<file path="src/rtl/instr_sequencer.sv">
// Instruction sequencer: an 8-entry instruction store that is replayed to a
// valid/ready consumer, one word every two cycles, for a requested count.
// Optional feature: define INSTR_SEQ_LOOP_EN to add a 'loop' input that
// restarts the run from entry 0 instead of finishing.
module instr_sequencer #(
  parameter int DEPTH = 8
) (
  input  logic        clk,
  input  logic        reset,
  input  logic        wr_en,
  input  logic [2:0]  wr_addr,
  input  logic [31:0] wr_data,
  input  logic        start,
  input  logic [3:0]  count,
`ifdef INSTR_SEQ_LOOP_EN
  input  logic        loop,
`endif
  output logic        issue_valid,
  input  logic        issue_ready,
  output logic [31:0] issue_instr,
  output logic [2:0]  issue_addr,
  output logic [3:0]  issue_op,
  output logic [3:0]  issue_ra,
  output logic [3:0]  issue_rb,
  output logic [1:0]  issue_tag,
  output logic        busy,
  output logic        done,
  output logic        wr_err
);

  typedef enum logic [1:0] {
    IDLE  = 2'd0,
    FETCH = 2'd1,
    ISSUE = 2'd2,
    DONE  = 2'd3
  } state_t;

  state_t      state_q, state_d;
  logic [2:0]  pc_q, pc_d;
  logic [3:0]  remaining_q, remaining_d;
  logic [31:0] issueInstr_q, issueInstr_d;
  logic [2:0]  issueAddr_q, issueAddr_d;
  logic        wrErr_q, wrErr_d;
  logic [3:0]  countClamped;
  logic [31:0] store_q [DEPTH];
`ifdef INSTR_SEQ_LOOP_EN
  logic [3:0]  countLatched_q, countLatched_d;
`endif

  assign countClamped = (count > 4'd8) ? 4'd8 : count;

  // Store is written only while idle and is deliberately left out of reset.
  always_ff @(posedge clk) begin
    if (wr_en && (state_q == IDLE)) begin
      store_q[wr_addr] <= wr_data;
    end
  end

  // Control and issue registers; reset aborts any run immediately.
  always_ff @(posedge clk or posedge reset) begin
    if (reset) begin
      state_q        <= IDLE;
      pc_q           <= 3'd0;
      remaining_q    <= 4'd0;
      issueInstr_q   <= 32'd0;
      issueAddr_q    <= 3'd0;
      wrErr_q        <= 1'b0;
`ifdef INSTR_SEQ_LOOP_EN
      countLatched_q <= 4'd0;
`endif
    end else begin
      state_q        <= state_d;
      pc_q           <= pc_d;
      remaining_q    <= remaining_d;
      issueInstr_q   <= issueInstr_d;
      issueAddr_q    <= issueAddr_d;
      wrErr_q        <= wrErr_d;
`ifdef INSTR_SEQ_LOOP_EN
      countLatched_q <= countLatched_d;
`endif
    end
  end

  // Next-state logic: start in IDLE, read the store in FETCH, hold the word in ISSUE until accepted.
  always_comb begin
    state_d        = state_q;
    pc_d           = pc_q;
    remaining_d    = remaining_q;
    issueInstr_d   = issueInstr_q;
    issueAddr_d    = issueAddr_q;
    wrErr_d        = wr_en && (state_q != IDLE);
`ifdef INSTR_SEQ_LOOP_EN
    countLatched_d = countLatched_q;
`endif
    issue_valid    = 1'b0;
    busy           = 1'b1;
    done           = 1'b0;
    case (state_q)
      IDLE: begin
        busy = 1'b0;
        if (start) begin
          pc_d        = 3'd0;
          remaining_d = countClamped;
`ifdef INSTR_SEQ_LOOP_EN
          countLatched_d = countClamped;
`endif
          state_d     = (countClamped == 4'd0) ? DONE : FETCH;
        end
      end
      FETCH: begin
        issueInstr_d = store_q[pc_q];
        issueAddr_d  = pc_q;
        state_d      = ISSUE;
      end
      ISSUE: begin
        issue_valid = 1'b1;
        if (issue_ready) begin
          pc_d        = pc_q + 3'd1;
          remaining_d = remaining_q - 4'd1;
          if (remaining_q > 4'd1) begin
            state_d = FETCH;
          end else begin
            state_d = DONE;
`ifdef INSTR_SEQ_LOOP_EN
            if (loop) begin
              pc_d        = 3'd0;
              remaining_d = countLatched_q;
              state_d     = FETCH;
            end
`endif
          end
        end
      end
      DONE: begin
        done    = 1'b1;
        state_d = IDLE;
      end
      default: begin
        state_d = IDLE;
      end
    endcase
  end

  assign issue_instr = issueInstr_q;
  assign issue_addr  = issueAddr_q;
  assign issue_op    = issueInstr_q[3:0];
  assign issue_ra    = issueInstr_q[7:4];
  assign issue_rb    = issueInstr_q[11:8];
  assign issue_tag   = issueInstr_q[13:12];
  assign wr_err      = wrErr_q;

endmodule

</file>
<file path="config.mk">
export PLATFORM = sky130hd
export DESIGN_NAME = instr_sequencer
export DESIGN_NICKNAME = d
export VERILOG_FILES = /design/src/rtl/instr_sequencer.sv
export SDC_FILE = /design/constraint.sdc
export NUM_CORES = 1
export LEC_CHECK = 0
export ABC_AREA = 1
export CAP_MARGIN = 10
export CORE_AREA = 4 4 146 148
export DETAILED_ROUTE_END_ITERATION = 10
export DIE_AREA = 0 0 150 152
export PLACE_DENSITY = 0.84
export SKIP_CTS_REPAIR_TIMING = 1
export SLEW_MARGIN = 20
export SYNTH_ARGS = -nofsm -noshare
export SYNTH_HDL_FRONTEND = slang
export SYNTH_SLANG_ARGS = --single-unit
</file>
<file path="constraint.sdc">
create_clock -name clk -period 8.7 [get_ports clk]
set_input_delay 0.87 -clock clk [delete_from_list [all_inputs] [get_ports clk]]
set_output_delay 0.87 -clock clk [all_outputs]
set_load 0.02 [all_outputs]
</file>
==> metrics.txt, run 1 <==
status finished, final reports clean; stages on the worst setup path 3; top post-synthesis cells by area edfxtp_1 (62%), nand2_1 (11%), dfrtp_1 (9.1%), nand3_1 (8.2%), inv_1 (4.5%); CTS Buf Count 29; largest net degree at the start of global routing 94; post-layout util 72.56%; GP Congestion 0.7463; top post-synthesis cells by count nand2_1 (380), edfxtp_1 (256), nand3_1 (203); clk_lat worst skew 560 ps; Worst-path clk slew 60 ps; Peak VDD IR 0.2004 mV; xor and xnor fraction of the mapped netlist area 0%; Post-Syn Area 0.01242 mm2; Hold Path Class flip-flop to flip-flop; Post-synth ARST share 14.95%; CP Max Fanout 7; Total Routing Usage GR 23.21%; Post-Syn Instances 1138; Final #Nets 1257; largest family of logic cells by synthesized area simple AND/OR/NAND/NOR gates; H-tree Lvls 1; dpl cell area 0.01345 mm2; critical path's largest stage delay 640 ps; Worst EP required 7830 ps; worst r2r path cells 7; syn_nets 1185; die height 152 um; Max Root-Sink Buffers 3; Synth-to-Final Area Change 17.05%; Synth Register Bits 301; CP Launch Type flip-flop; Period Utilization, post-route 32.51%; clock sinks 301; Seq/Total Area, Yosys 70.94%; Synth Area in Adders 0.3021%; Yosys Warn Count 0; Post-Route Skew 27.56 ps; CP Launch Point state_q[1]; initial detailed-routing violation count 937; Synth Area in Compound Gates 0.4834%; R2R Path End issue_instr[25]; vias per cell 5.576; final setup fails 0; simple-gate portion of the synthesized area 20.75%; endpoints failing hold 0; Initial Util 61.99%; worst-margin pin slew 1110 ps; worst path cell trace inv_1 > nor2_4 > clkdlybuf4s50_1; Post-synth EDFFs 256; mux cell area share after synthesis 0%; num ports 97; Yosys top cell by area edfxtp_1; num rows 52; r2r startpoint pc_q[0]; antenna cells 0; cell family with most CP delay buffers and inverters; CP Buf/Inv Count 2; CP endpoint kind primary output; Max Fclk 0.3536 GHz; pwr/cell area 291.7 mW/mm2; routed vias 8380; CTS root buf clkbuf_16; min Tclk post-route 2828 ps; drt wl/cell 18.25 um; Synth Flop Type edfxtp_1; worst reg2reg setup slack 5910 ps; Rel. slew slack 25.81%; first-pass GRT wire length 42090 um; CP Capture Point issue_valid; TritonRoute pass-1 iters 7; Power, Total 4241 uW; number of global-route vias before repair 8346; GR Overflow Total 0; final WL 27430 um; Final Max Tran Viols 0; proportion of layout cells with a drive suffix above 1 6.164%; post-route cell area 0.01454 mm2; unrepaired setup endpoints after global routing no; DRC 0; PortBufs 96; WHS 493.6 ps; library cells used by synthesis 20; slowest cell on the critical path clkdlybuf4s50_1; Synth top area share 61.88%; Detailed Place HPWL 14460 um; P_leak 0.005938 uW; Max-Cap Viols 0; count leader, synth nand2_1; synthesized area per cell 10.92 um2; die width 150 um; initial antenna violation count 0; setup TNS 0 ps; post-route ant nets 0; full die area 0.02280 mm2; critical path class flip-flop to primary output; CP arrival 1960 ps; core footprint 0.02004 mm2; CTS tree yes
-- cells in the final DEF, fill, tap and decap left out --
cell             instances
buf_12                   2
buf_16                   4
buf_4                    5
bufinv_16                2
clkbuf_1                 9
clkbuf_16               29
clkbuf_8                 4
clkdlybuf4s50_1         96
clkinv_2                 7
clkinv_4                 1
clkinvlp_4               1
dfrtp_1                 43
dfrtp_2                  1
dfrtp_4                  1
edfxtp_1               256
ha_1                     3
inv_1                  146
inv_2                    2
inv_6                    1
inv_8                    1
nand2_1                380
nand2_2                  1
nand2_4                  2
nand3_1                203
nand4_1                  1
nor2_1                   8
nor2_4                  11
o21ai_0                  8
o21ai_1                  4
or2_2                    1
-- state kept, by name, summed over array words and instances (netlist names) --
register / flops
store_q: 256
pc_q: 3
remaining_q: 4
issue_instr: 32
state_q: 2
issue_addr: 3
wr_err: 1
-- through the flow --
step | cells | worst slack (ps)
after detailed placement | 1443 | 5548
after floorplan | 1138 | 5787
after CTS | 1497 | 5885
after global placement | 1443 | 5584
final | 1503 | 5872
after global routing | 1503 | 5740
-- how the worst min path moves through the flow --
stage                         start               to  slack, ps  depth (start not counted)
floorplan            remaining_q[2]   remaining_q[2]        470                          2
global placement      issue_addr[1]    issue_addr[1]        470                          2
detailed placement  issue_instr[17]  issue_instr[17]        480                          2
CTS                   issue_addr[0]    issue_addr[0]        500                          2
global route          issue_addr[2]    issue_addr[2]        520                          2
finish                issue_addr[2]    issue_addr[2]        490                          2
-- power by group --
part / switching (uW) / leakage [uW] / internal (uW)
Sequential: 109 / 0.00287 / 1710
Clock: 526 / 0.000463 / 712
Combinational: 755 / 0.00260 / 432
Total: 1390 / 0.00594 / 2850
-- per-layer routing --
metal,GRT usage (%),routed length [um]
met5,0,0
met4,8.758,686
met2,40.39,14220
met1,29.64,10390
met3,3.277,2131
-- worst register-to-register path: stages (launching register included) --
cell and delay (ps):
dfrtp_4 680, clkinv_2 490, buf_4 860, nand2_1 190
nand3_1 150, nand2_1 80, nand2_1 90, nand3_1 100
-- cell families after synthesis --
kind of cell / after synthesis
buffers and inverters: 215
flip-flops: 301
AND/OR/NAND/NOR: 607
adder cells (fa/ha/maj): 3
AO/OA/AOI/OAI: 12
-- final cells by class --
type,count,area (um2)
timing repair buffer,107,1149
fill,1270,5498
clock buffer,42,814.5
clock inverter,12,126.4
tap,270,337.8
inverter,149,560.5
multi-input combinational,622,2735
sequential,301,8818
No activity file was read; power rests on OpenSTA's default activity.
==> run 2, diff against run 1 <==
--- a/config.mk
+++ b/config.mk
@@ -7,10 +7,10 @@
 export LEC_CHECK = 0
 export ABC_AREA = 1
 export CAP_MARGIN = 10
-export CORE_AREA = 4 4 146 148
+export CORE_AREA = 4 4 160 162
 export DETAILED_ROUTE_END_ITERATION = 10
-export DIE_AREA = 0 0 150 152
-export PLACE_DENSITY = 0.84
+export DIE_AREA = 0 0 164 166
+export PLACE_DENSITY = 0.74
 export SKIP_CTS_REPAIR_TIMING = 1
 export SLEW_MARGIN = 20
 export SYNTH_ARGS = -nofsm -noshare
==> constraint.sdc (replaced) <==
create_clock -name clk -period 2.6 [get_ports clk]
set_input_delay 0.26 -clock clk [delete_from_list [all_inputs] [get_ports clk]]
set_output_delay 0.26 -clock clk [all_outputs]
set_load 0.02 [all_outputs]
==> metrics.txt, run 2 (synthesis results as in run 1) <==
status finished, final reports clean; slowest cell on the critical path dfrtp_1; worst r2r path cells 6 (-1); GP Congestion 0.7659 (+2.6%); Max Fclk 0.4491 GHz; num rows 57 (+9.6%); antenna cells 0 (unchanged); Rel. slew slack 59.59% (+34 points); number of global-route vias before repair 8134 (-2.5%); CTS tree yes; full die area 0.02722 mm2 (+19%); filler instances 1865 (+47%); worst-margin pin slew 606.2 ps (-504.0 ps); WHS 43.43 ps (-450.2 ps); Total Routing Usage GR 19.27% (-3.9 points); GR Overflow Total 0 (unchanged); H-tree Lvls 1 (unchanged); Synth-to-Final Area Change 17.91%; routed vias 8079 (-3.6%); Post-Route Skew 30.49 ps (+2.934 ps); clock sinks 301 (unchanged); CP Buf/Inv Count 2 (unchanged); core footprint 0.02411 mm2 (+20%); dpl cell area 0.01376 mm2 (+2.3%); drt wl/cell 16.46 um (-9.8%); vias per cell 5.133 (-7.9%); post-route ant nets 0 (unchanged); num ports 97 (unchanged); Detailed Place HPWL 15840 um (+9.5%); Worst EP required 2830 ps (-5000 ps); Max-Cap Viols 0 (unchanged); Max Root-Sink Buffers 3 (unchanged); worst path cell trace nor2_1 > inv_1 > nor2_1 > nand2_1 > nor2_4 > buf_12; Hold Path Class input port to async pin; CTS Buf Count 29 (unchanged); final WL 25910 um (-5.5%); placed insts 1521 (+5.4%); proportion of layout cells with a drive suffix above 1 6.960% (+0.80 points); largest register by flop count store_q; critical path class flip-flop to flip-flop; CP endpoint kind flip-flop; cell family with most CP delay simple AND/OR/NAND/NOR gates; pwr/cell area 951.1 mW/mm2 (+230%); CP Launch Type flip-flop; CP arrival 2460 ps (+500 ps); CTS root buf clkbuf_16; Initial Util 51.54% (-10 points); Final #Nets 1275 (+1.4%); Period Utilization, post-route 85.64%; largest net degree at the start of global routing 130 (+38%); first-pass GRT wire length 42090 um (unchanged); unrepaired setup endpoints after global routing no; CP Max Fanout 25 (+18); PortBufs 96 (unchanged); commonest non-fill, non-tap cell in the layout nand2_1; initial detailed-routing violation count 669 (-29%); Worst-path clk slew 60 ps (about the same); post-place setup slack 366.3 ps (-5182 ps); initial antenna violation count 0 (unchanged); min Tclk post-route 2227 ps; DRC 0 (unchanged); die height 166 um (+9.2%); fin cells 1574 (+4.7%); CP most frequent cell nor2_1; Final Max Tran Viols 0 (unchanged); clk_lat worst skew 550 ps (about the same); Peak VDD IR 0.5525 mV (+180%); die width 164 um (+9.3%); post-route cell area 0.01465 mm2 (+0.73%); endpoints failing hold 0 (unchanged); max FFs per register 256 (unchanged); P_leak 0.005987 uW (+0.83%); Power, Total 13930 uW (+230%); TritonRoute pass-1 iters 6 (-1); critical path's largest stage delay 470 ps (-170 ps); final setup fails 0 (unchanged); stages on the worst setup path 6 (+3); setup slack after layout 373.3 ps (-5499 ps); most frequent cells in the layout nand2_1 (380), edfxtp_1 (256), nand3_1 (203), inv_1 (146), clkdlybuf4s50_1 (96)
-- run 2: cell count changes in the layout (fill, tap and decap cells not counted), sizes merged --
cell      before  now
buf           11   29
bufinv         2    1
clkbuf        42   43
clkinvlp       1    0
-- run 2: power by group --
part / switching, uW / internal (uW) / leakage (uW)
registers: 285 / 5710 / 0.00287
logic: 2540 / 1510 / 0.00268
clock network: 1650 / 2240 / 0.000433
-- run 2: worst paths after layout --
check,from,end,slack [ps]
worst min-delay path,reset,state_q[1],40
worst min register to register,issue_addr[2],issue_addr[2],490
worst max-delay path,state_q[0],store_q[2][25],370
min in group clk,wr_en,wr_err,270
worst max register to register,state_q[0],store_q[2][25],370
max in group asynchronous,reset,issue_instr[19],1990
-- run 2: cell type report --
type	count	area, um2	share of cell area [%]
inverters	149	561.8	3.835
flip-flops and latches	301	8818	60.20
repair buffers	125	1241	8.474
clock buffers	43	808.3	5.518
well taps	324	405.4	2.768
clock inverters	10	77.57	0.5296
multi-input cells	622	2735	18.67
-- run 2: layer usage --
layer	vias up	track usage (%)	routed length [um]
li1	3903	-	-
met1	3847	25.31	10490
met2	284	33.47	12970
met3	45	2.879	1887
met4	0	5.434	557
met5	-	0	0
-- run 2: worst register-to-register path: stages, from the launching register on --
cell and delay (ps):
dfrtp_1 470, nor2_1 270, inv_1 80, nor2_1 190
nand2_1 280, nor2_4 340, buf_12 250
-- run 2: through the flow --
stage,TNS [ps],util (%)
floorplan,-73790,-
finish,0,60.77
global route,0,60.77
CTS,0,60.77
detailed placement,0,57.09
global placement,0,57.09
==> run 3, diff against run 2 <==
--- a/config.mk
+++ b/config.mk
@@ -7,10 +7,11 @@
 export LEC_CHECK = 0
 export ABC_AREA = 1
 export CAP_MARGIN = 10
-export CORE_AREA = 4 4 160 162
+export CORE_AREA = 4 4 156 158
+export CTS_BUF_LIST = sky130_fd_sc_hd__clkbuf_4
 export DETAILED_ROUTE_END_ITERATION = 10
-export DIE_AREA = 0 0 164 166
-export PLACE_DENSITY = 0.74
+export DIE_AREA = 0 0 160 162
+export PLACE_DENSITY_LB_ADDON = 0.25
 export SKIP_CTS_REPAIR_TIMING = 1
 export SLEW_MARGIN = 20
 export SYNTH_ARGS = -nofsm -noshare
==> metrics.txt, run 3 (synthesis results as in run 1) <==
H-tree Lvls 3 (+2); CTS Buf Count 77 (+170%); critical path class flip-flop to primary output; Hold Path Class input port to flip-flop; initial detailed-routing violation count 670 (+0.15%); final WL 26170 um (+0.99%); die width 160 um (-2.4%); final setup fails 0 (unchanged); routed vias 8269 (+2.4%); Final Max Tran Viols 0 (unchanged); clock share of power 28.9% (+0.9 points); critical path's largest stage delay 640 ps (+170 ps); post-route ant nets 0 (unchanged); combinational share of power 28.9% (about the same); CP Max Fanout 7 (-72%); min Tclk post-route 2285 ps (+58.05 ps); post-place setup slack 416.2 ps (+49.91 ps); CP endpoint kind primary output; largest register by flop count store_q; most frequent cells in the layout nand2_1 (380), edfxtp_1 (256), nand3_1 (203), inv_1 (146), clkbuf_4 (126); setup TNS 0 ps (unchanged); num rows 56 (-1.8%); cell family with most CP delay buffers and inverters; number of global-route vias before repair 8329 (+2.4%); num ports 97 (unchanged); CP Buf/Inv Count 2 (unchanged); CP arrival 2020 ps (-440 ps); worst path cell trace inv_1 > nor2_4 > clkdlybuf4s50_1; core footprint 0.02312 mm2 (-4.1%); Synth-to-Final Area Change 18.93%; vias per cell 5.089 (-0.86%); Reg power frac 42.2% (-0.8 points); worst-margin pin slew 870.5 ps (+264.3 ps); Total Routing Usage GR 20.49% (+1.2 points); clk_lat worst skew 670 ps (+120 ps); GR Overflow Total 0 (unchanged); Sw Share 32.80% (+0.67 points); clock sinks 301 (unchanged); Worst EP required 2340 ps (-490 ps); GP Congestion 0.7744 (+1.1%); first-pass GRT wire length 42370 um (+0.66%); CTS tree yes; Detailed Place HPWL 14680 um (-7.3%); status finished, final reports clean; Final #Nets 1317 (+3.3%); unrepaired setup endpoints after global routing no; setup slack after layout 315.2 ps (-58.05 ps); Max Fclk 0.4377 GHz (-2.5%); drt wl/cell 16.10 um (-2.2%); Post-Route Skew 28.57 ps (-1.924 ps); DRC 0 (unchanged); CTS root buf clkbuf_4; endpoints failing hold 0 (unchanged); proportion of layout cells with a drive suffix above 1 12.91% (+6.0 points); max FFs per register 256 (unchanged); die height 162 um (-2.4%); P_leak 0.006168 uW (+3.0%); commonest non-fill, non-tap cell in the layout nand2_1; initial antenna violation count 2 (+2); Period Utilization, post-route 87.88% (+2.2 points); pwr/cell area 959.4 mW/mm2 (+0.87%); slowest cell on the critical path clkdlybuf4s50_1; switching power 4649 uW (+3.9%); Max Root-Sink Buffers 3 (unchanged); Rel. slew slack 41.97% (-18 points); Worst-path clk slew 60 ps (about the same); largest net degree at the start of global routing 130 (unchanged); PortBufs 96 (unchanged); worst reg2reg setup slack 420 ps (+50 ps); full die area 0.02592 mm2 (-4.8%); CP Launch Type flip-flop; Internal Power 9527 uW (+0.74%); Initial Util 53.73% (+2.2 points); Peak VDD IR 0.9455 mV (+71%); TritonRoute pass-1 iters 4 (-2); Max-Cap Viols 0 (unchanged)
==> run 3: cell count changes in the layout (fill, tap and decap cells not counted), moves of 5 or more <==
cell,delta
buf_4,-12
clkbuf_4,+126
clkinv_1,+7
buf_12,+5
clkbuf_1,-11
clkbuf_16,-29
==> run 3: worst min-delay path: cells and delay by family <==
kind                   cells  cell delay (ps)
buffers and inverters      2              470
and+or+nand+nor            1               50
==> run 3: metrics by stage <==
step | cells | total power (uW) | hold WS (ps) | instance area (um2) | utilization [%]
floorplan | 1138 | 8714 | 358.9 | 12420 | -
global placement | 1480 | 10120 | 471.0 | 13730 | 59.38
detailed placement | 1480 | 10200 | 477.7 | 13730 | 59.38
CTS | 1621 | 14340 | -214.7 | 14760 | 63.83
global route | 1625 | 15030 | 158.2 | 14780 | 63.90
finish | 1625 | 14180 | 173.3 | 14780 | 63.90
==> run 3: final timing paths <==
path	endpoint	depth (start not counted)	from
worst max-delay path	issue_valid	3	state_q[1]
worst min-delay path	wr_err	3	wr_en
worst max register to register	store_q[7][21]	6	state_q[0]
worst min register to register	issue_addr[1]	2	issue_addr[1]
max in group asynchronous	pc_q[0]	4	reset
min in group asynchronous	issue_addr[0]	3	reset
==> run 3: final cells by class <==
type / count / area (um2)
antenna: 3 / 7.507
clock buffer: 126 / 945.9
clock inverter: 15 / 82.58
fill: 1812 / 8347
inverter: 149 / 561.8
multi-input combinational: 622 / 2735
sequential: 301 / 8818
tap: 290 / 362.8
timing repair buffer: 119 / 1261
==> run 3: per-layer routing <==
layer / wire length, um / up-vias / track usage, %
met4: 364 / 0 / 6.844
met1: 11500 / 3934 / 27.19
met2: 12730 / 258 / 33.89
li1: - / 4040 / -
met5: 0 / - / 0
met3: 1572 / 37 / 4.694
==> run 3: power groups by stage <==
stage	registers, uW	logic [uW]	clock network [uW]
6_report	5980	4100	4100
2_1_floorplan	6330	2380	0
5_1_grt	6040	4520	4470
3_3_place_gp	6070	4050	0
3_5_place_dp	6080	4130	0
4_1_cts	5980	4150	4210
